### config.mk
export PLATFORM = sky130hd
export DESIGN_NAME = demux_deser8
export DESIGN_NICKNAME = d
export VERILOG_FILES = /design/src/rtl/demux_pkg.sv /design/src/rtl/demux_slot_ctr.sv /design/src/rtl/demux_deser8.sv
export SDC_FILE = /design/constraint.sdc
export NUM_CORES = 1
export LEC_CHECK = 0
export ABC_AREA = 0
export CORE_MARGIN = 2
export CORE_UTILIZATION = 30
export DETAILED_ROUTE_END_ITERATION = 7
export MAX_ROUTING_LAYER = met4
export SYNTH_ARGS = -nofsm -noshare
export SYNTH_HDL_FRONTEND = slang
export SYNTH_SLANG_ARGS = --single-unit
### constraint.sdc
create_clock -name clk -period 2.9 [get_ports clk]
set_input_delay 0.58 -clock clk [delete_from_list [all_inputs] [get_ports clk]]
set_output_delay 0.58 -clock clk [all_outputs]
set_load 0.01 [all_outputs]
### src/rtl/demux_pkg.sv
// demux_pkg: shared constants, mode encoding and state type for the demux_deser8 receiver.
package demux_pkg;
    localparam int WIDTH = 8;
    localparam int SEL_W = $clog2(WIDTH);
    localparam logic MODE_ADDR = 1'b0;
    localparam logic MODE_SEQ = 1'b1;
    typedef enum logic {IDLE = 1'b0, COLLECT = 1'b1} state_t;
endpackage

### src/rtl/demux_slot_ctr.sv
// demux_slot_ctr: wrapping slot counter; clr and inc together restart at slot 1.
module demux_slot_ctr #(
    parameter int W = 3
) (
    input  logic         clk,
    input  logic         rst,
    input  logic         clr,
    input  logic         inc,
    output logic [W-1:0] cnt
);
    always_ff @(posedge clk) begin
        if (rst) cnt <= '0;
        else cnt <= (clr ? '0 : cnt) + W'(inc);
    end
endmodule

### src/rtl/demux_deser8.sv
// demux_deser8: 1-to-8 serial demux receiver publishing a word when all slots are filled.
// Define DEMUX_DUP_ERR_EN to add the err duplicate-slot pulse output.
module demux_deser8
    import demux_pkg::*;
(
    input  logic             clk,
    input  logic             rst,
    input  logic             en,
    input  logic             din,
    input  logic [SEL_W-1:0] s,
    input  logic             mode,
    output logic [WIDTH-1:0] y,
    output logic             y_valid,
    output logic             busy
`ifdef DEMUX_DUP_ERR_EN
    ,
    output logic             err
`endif
);
    state_t           state;
    logic [WIDTH-1:0] mask, shadow, base_mask, dec, mask_nxt, shadow_nxt;
    logic [SEL_W-1:0] cnt, slot;
    logic             mode_q, abort, done;
    assign busy = state == COLLECT;
    // A mode flip while busy drops the partial frame; a bit on that cycle starts the new one.
    always_comb begin
        abort      = busy && (mode != mode_q);
        base_mask  = abort ? '0 : mask;
        slot       = (mode == MODE_SEQ) ? (abort ? '0 : cnt) : s;
        dec        = en ? (WIDTH'(1) << slot) : '0;
        mask_nxt   = base_mask | dec;
        shadow_nxt = (shadow & ~dec) | (din ? dec : '0);
        done       = en && (&mask_nxt);
    end
    demux_slot_ctr #(.W(SEL_W)) u_ctr (
        .clk(clk),
        .rst(rst),
        .clr(done || abort),
        .inc(en && (mode == MODE_SEQ) && !done),
        .cnt(cnt)
    );
    always_ff @(posedge clk) begin
        if (rst) begin
            state   <= IDLE;
            mask    <= '0;
            shadow  <= '0;
            mode_q  <= MODE_ADDR;
            y       <= '0;
            y_valid <= 1'b0;
        end else begin
            state   <= (!done && (|mask_nxt)) ? COLLECT : IDLE;
            mask    <= done ? '0 : mask_nxt;
            shadow  <= shadow_nxt;
            mode_q  <= mode;
            y       <= done ? shadow_nxt : y;
            y_valid <= done;
        end
    end
`ifdef DEMUX_DUP_ERR_EN
    always_ff @(posedge clk) begin
        if (rst) err <= 1'b0;
        else err <= en && (mode == MODE_ADDR) && base_mask[s];
    end
`endif
endmodule
==> flow_summary.toml, run 1 <==
[sta]
tightestPinTransition_ns = 0.639
final_max_slew_viol_count = 0
setup_viol_count_final = 0
worst_clock_skew_ns = 0.00520
hold_viol = 0
tns_ns = 0
finalCriticalPeriod_ns = 2.79
fmax_mhz = 359
finalCritPeriodShare_pct = 96.0
maxSlewHeadroom_pct = 57.3
rsz0062_at_grt = "false"

[placed_design]
gp_congestion = 0.965
hpwlAfterDp_mm = 2.41
port_buffers = 17

[grt]
grt_pass1_vias = 1181
overflow = 0
grt_pass1_wl_mm = 5.49
grt_max_degree = 19
track_usage_pct = 13.5
antenna_found_initial = 0

[synthesis]
syn_nets = 161
avgSynthCellArea_um2 = 9.83
synth-seq-cells = 30
async_reset_ff_share_pct = 0
synth_seq_area_share_pct = 40.5
synth_area_um2 = 1480
postSynthCellCount = 151
synth_ff_type = "dfxtp_1"
yosysUniqueCellTypes = 41
synth-edff-count = 0
yosys_warnings = 0

[power]
power.share.combinational_pct = 12.7
p_clk_share_pct = 41.7
power_density_nw_per_um2 = 472
swShare_pct = 23.5
p_seq_share_pct = 45.6
ir_drop_v = 0.000240
cellLeakagePower_nw = 0.842
internal_power_uw = 721
p_sw_uw = 221
design_power_total_uw = 942

[clocking]
cts_tree = "yes"
clk_latency_ns = 0.28
cts_buffers = 5
cts_max_path_buffers = 2
clkTransAtPathRegs_ns = 0.06
cts_sinks = 30
root_buffer = "clkbuf_8"
cts_max_level = 2

[worst_setup_path]
required_ns = 3.07
crit_path_cell_trace = "clkdlybuf4s50_1 > inv_1 > o22a_2 > o31a_1 > nor4_4 > nand3_2 > and3_2 > ha_1 > ha_1 > nor2b_1 > mux2_2"
endpoint_kind = "flip-flop"
cp_top_family = "simple AND/OR/NAND/NOR gates"
critical-path-max-stage-delay_ns = 0.45
cp_max_fo = 4
cp_common_cell = "ha_1"
startpoint_type = "input pin"
crit_slowest_cell = "clkdlybuf4s50_1"
path_buf_inv = 2
path_class = "in -> reg"
arrival_ns = 2.96

[die]
fp.dieArea_um2 = 5520
die_h_um = 74.3
die_width_um = 74.3
start_util_pct = 31.2
core_area_um2 = 4750
ioPinCount = 18
rows = 25

[drt]
firstDrtPassIters = 4
antenna_left = 0
drc = 0
vias_per_cell = 4.75
drt_wl_total_mm = 3.32
vias = 1229
first_iter_violations = 54
wire_per_inst_um = 12.8

[final_layout]
drive_gt1_share_pct = 30.2
layout_common_cells = "30 x dfxtp_1, 25 x buf_4, 16 x nand2_1, 16 x clkdlybuf4s50_1"
finalNetCount = 201
layout_commonest_cell = "dfxtp_1"
fillers = 503
areaGrowthSynthToFinish_pct = 34.6
antenna_cells = 0

[run]
drv_cap = 0

[hold_path]
hp-class = "reg -> reg"

[outcome]
outcome = "complete, no violations"
==> routing by layer <==
metal	track usage, %	share of wire (%)	vias up
met2	20.7	46	34
met4	4.37	1.4	0
met3	4.07	3.7	10
met5	-	0	-
met1	17.0	49	563
li1	-	-	622
==> synthesized netlist by cell type, types with 2 or more instances <==
| cell type | number | share of area, % |
|---|---|---|
| dfxtp_1 | 30 | 40 |
| nand2_1 | 16 | 4.0 |
| nor2_1 | 11 | 2.8 |
| nor2b_1 | 11 | 4.6 |
| mux2i_1 | 9 | 6.1 |
| a211oi_1 | 8 | 4.0 |
| mux2_4 | 6 | 6.1 |
| nand4_1 | 6 | 2.5 |
| clkbuf_1 | 5 | 1.3 |
| and3_2 | 4 | 2.0 |
| nand3_1 | 4 | 1.3 |
| buf_6 | 3 | 2.3 |
| inv_1 | 3 | 0.76 |
| mux2_2 | 3 | 2.3 |
| a21boi_0 | 2 | 1.0 |
| buf_4 | 2 | 1.0 |
| ha_1 | 2 | 1.7 |
| nor3_1 | 2 | 0.67 |
| o22ai_1 | 2 | 0.84 |
==> through the flow <==
step	util, %	hold slack, ns	std cells	cell area (µm²)	setup slack, ns
floorplan	-	0.449	151	1480	0.0241
finish	42.0	0.472	259	2000	0.115
global placement	39.0	0.476	249	1850	-0.375
CTS	41.9	0.480	259	1990	0.123
global route	42.0	0.505	259	2000	0.00775
detailed placement	39.0	0.472	249	1850	-0.405
==> registers in the layout, indices dropped and copies added, names as in the netlist <==
signal     count
shadow         8
y_valid        1
mask           8
mode_q         1
y              8
busy           1
u_ctr.cnt      3
==> worst paths after layout <==
check | to | depth (start not counted) | slack (ns) | startpoint
min | shadow[1]$_SDFF_PP0_ | 2 | 0.47 | shadow[1]$_SDFF_PP0_
max | u_ctr.cnt[2]$_SDFF_PP0_ | 11 | 0.11 | s[0]
min reg2reg | shadow[1]$_SDFF_PP0_ | 2 | 0.47 | shadow[1]$_SDFF_PP0_
max reg2reg | u_ctr.cnt[2]$_SDFF_PP0_ | 11 | 0.22 | busy$_SDFF_PP0_
==> power by group through the flow <==
stage / Clock [mW] / Sequential (mW) / Combinational, mW
2_1_floorplan: 0 / 0.437 / 0.0709
3_3_place_gp: 0 / 0.439 / 0.114
3_5_place_dp: 0 / 0.439 / 0.115
4_1_cts: 0.404 / 0.430 / 0.118
5_1_grt: 0.419 / 0.431 / 0.129
6_report: 0.393 / 0.430 / 0.119
==> final cells by class <==
cell class,instances,area [µm²],share of cell area [%]
multi-input combinational,107,812,40.7
sequential,30,601,30.1
timing repair buffer,44,379,19.0
clock buffer,8,110,5.51
tap,67,83.8,4.20
inverter,3,11.3,0.564
==> worst reg2reg max path: cells and delay by family (launching register included) <==
kind                     cells  cell delay, ns
AND/OR/NAND/NOR              5            0.94
AO/OA/AOI/OAI                2            0.49
flip-flops                   1            0.40
adder cells (fa/ha/maj)      2            0.37
multiplexers                 1            0.24
buffers and inverters        1            0.13
==> cell families after synthesis <==
family | after synthesis | synth area share, %
and+or+nand+nor | 60 | 22.5
xor gates and xnor gates | 1 | 0.590
muxes | 18 | 14.4
DFF | 30 | 40.5
buffers and inverters | 14 | 5.65
AOI/OAI and AO/OA | 26 | 14.7
adders and majority gates | 2 | 1.69
==> repair_timing <==
action	in CTS	in global routing
buffers inserted	2	0
hold buffers	0	0
endpoints found under the setup margin	1	1
gates cloned	0	0
resized for setup	5	1
endpoints found under the hold margin	0	0
pin swaps	2	1
Power figures use the tool's default switching activity.
==> run 2: changes to the inputs <==
Clock period 2.9 ns to 3.2 ns, I/O delays scaled along.
==> run 2 against run 1 <==
Against the previous run:
- clock skew increased by 0.0017 ns
- design area is 1.7% lower
- highest routed layer unchanged
- combinational power down 11%
- die area unchanged
- flip-flop and latch count stayed put
- final cell count is 0.77% lower
- register-to-register slack better by 0.24 ns
- clock power shrank 19%
==> flow_summary.toml, run 2 (synthesis gave the netlist of run 1 again) <==
[placed_design]
hpwlAfterDp_mm = 2.43
gp_congestion = 0.922
port_buffers = 17

[clocking]
clk_latency_ns = 0.29
cts_max_level = 2
cts_tree = "yes"
root_buffer = "clkbuf_8"
cts_max_path_buffers = 2
cts_sinks = 30
clkTransAtPathRegs_ns = 0.06
cts_buffers = 5

[die]
core_area_um2 = 4750
ioPinCount = 18
start_util_pct = 31.2
rows = 25
fp.dieArea_um2 = 5520
die_h_um = 74.3
die_width_um = 74.3

[grt]
track_usage_pct = 13.6
antenna_found_initial = 0
grt_max_degree = 19
grt_pass1_vias = 1193
grt_pass1_wl_mm = 5.48
overflow = 0

[drt]
vias = 1200
first_iter_violations = 98
drt_wl_total_mm = 3.28
firstDrtPassIters = 4
antenna_left = 0
vias_per_cell = 4.67
drc = 0
wire_per_inst_um = 12.8

[sta]
rsz0062_at_grt = "false"
tightestPinTransition_ns = 0.627
hold_viol = 0
finalCritPeriodShare_pct = 93.5
tns_ns = 0
finalCriticalPeriod_ns = 2.99
final_max_slew_viol_count = 0
worst_clock_skew_ns = 0.00691
fmax_mhz = 334
maxSlewHeadroom_pct = 58.1
setup_viol_count_final = 0

[worst_setup_path]
cp_max_fo = 5
required_ns = 3.37
arrival_ns = 3.17
path_class = "in -> reg"
startpoint_type = "input pin"
endpoint_kind = "flip-flop"
reg2regPathDepth = 10

[power]
cellLeakagePower_nw = 0.830
design_power_total_uw = 814
power_density_nw_per_um2 = 415
ir_drop_v = 0.000293

[hold_path]
min_path_cells = 2
hp-class = "reg -> reg"

[final_layout]
areaGrowthSynthToFinish_pct = 32.3
layout_commonest_cell = "dfxtp_1"
layout_common_cells = "30 x dfxtp_1, 24 x buf_4, 16 x nand2_1, 16 x clkdlybuf4s50_1"
multi_input_area_um2 = 808
antenna_cells = 0
drive_gt1_share_pct = 28.4
register_area_um2 = 601
fillers = 503
top_regs = "mask (8), shadow (8), y (8)"
finalNetCount = 199

[outcome]
outcome = "complete, no violations"

[run]
drv_cap = 0
run 2: changes by cell type in the layout (fill, tap and decap cells not counted):
| cell | change |
|---|---|
| a22oi_1 | +1 |
| a22oi_2 | -1 |
| buf_4 | -1 |
| buf_6 | -1 |
| clkbuf_8 | -2 |
| clkinv_2 | +1 |
| clkinvlp_4 | +1 |
| dlygate4sd2_1 | -1 |
| dlymetal6s2s_1 | +1 |
| o21ai_2 | -1 |
| o21ai_4 | +1 |
| o22ai_1 | +1 |
| o22ai_2 | -1 |
run 2: where the power goes:
part | switching, mW | total (mW) | internal, mW | leakage, nW
clock network | 0.146 | 0.319 | 0.172 | 0.0472
registers | 0.00651 | 0.389 | 0.383 | 0.243
logic | 0.0537 | 0.106 | 0.0520 | 0.539
run 2: critical path, stage by stage:
cell and delay, ns:
clkdlybuf4s50_1 0.45, inv_1 0.05, o22a_2 0.27, o31a_1 0.29, nor4_4 0.33, nand3_2 0.13, and3_2 0.24, ha_1 0.20
ha_1 0.19, nor2b_1 0.12, mux2_2 0.25
run 2: worst paths after layout:
check / start / endpoint / slack [ns]
worst max-delay path: s[0] / u_ctr.cnt[2]$_SDFF_PP0_ / 0.21
worst min-delay path: shadow[1]$_SDFF_PP0_ / shadow[1]$_SDFF_PP0_ / 0.48
worst max register to register: busy$_SDFF_PP0_ / u_ctr.cnt[2]$_SDFF_PP0_ / 0.46
worst min register to register: shadow[1]$_SDFF_PP0_ / shadow[1]$_SDFF_PP0_ / 0.48
run 2: final cells by class:
cell class / count / share of cell area [%]
well taps: 67 / 4.27
multi-input cells: 107 / 41.2
repair buffers: 42 / 18.5
clock inverters: 2 / 0.637
flip-flops and latches: 30 / 30.6
inverters: 3 / 0.574
clock buffers: 6 / 4.21
run 2: metrics by stage:
step	util (%)	hold WS, ns	cells	cell area, µm²	setup WS (ns)
2_1_floorplan	-	0.449	151	1480	0.264
3_3_place_gp	39.0	0.474	249	1850	-0.153
3_5_place_dp	39.0	0.478	249	1850	-0.183
4_1_cts	41.0	0.487	257	1950	0.111
5_1_grt	41.3	0.513	257	1960	0.0805
6_report	41.3	0.482	257	1960	0.207
run 2: what timing repair did:
item                       4_1_cts  5_1_grt
setup buffers                    0        0
hold buffers                     0        0
hold endpoints to repair         0        0
gates resized for setup          0        4
setup endpoints to repair        0        1
run 2: metal layers:
layer | vias to the layer above | GRT usage [%] | routed length, µm
li1 | 618 | - | -
met1 | 546 | 17.6 | 1570
met2 | 31 | 20.6 | 1500
met3 | 5 | 4.07 | 175
met4 | 0 | 3.97 | 33
met5 | - | - | 0
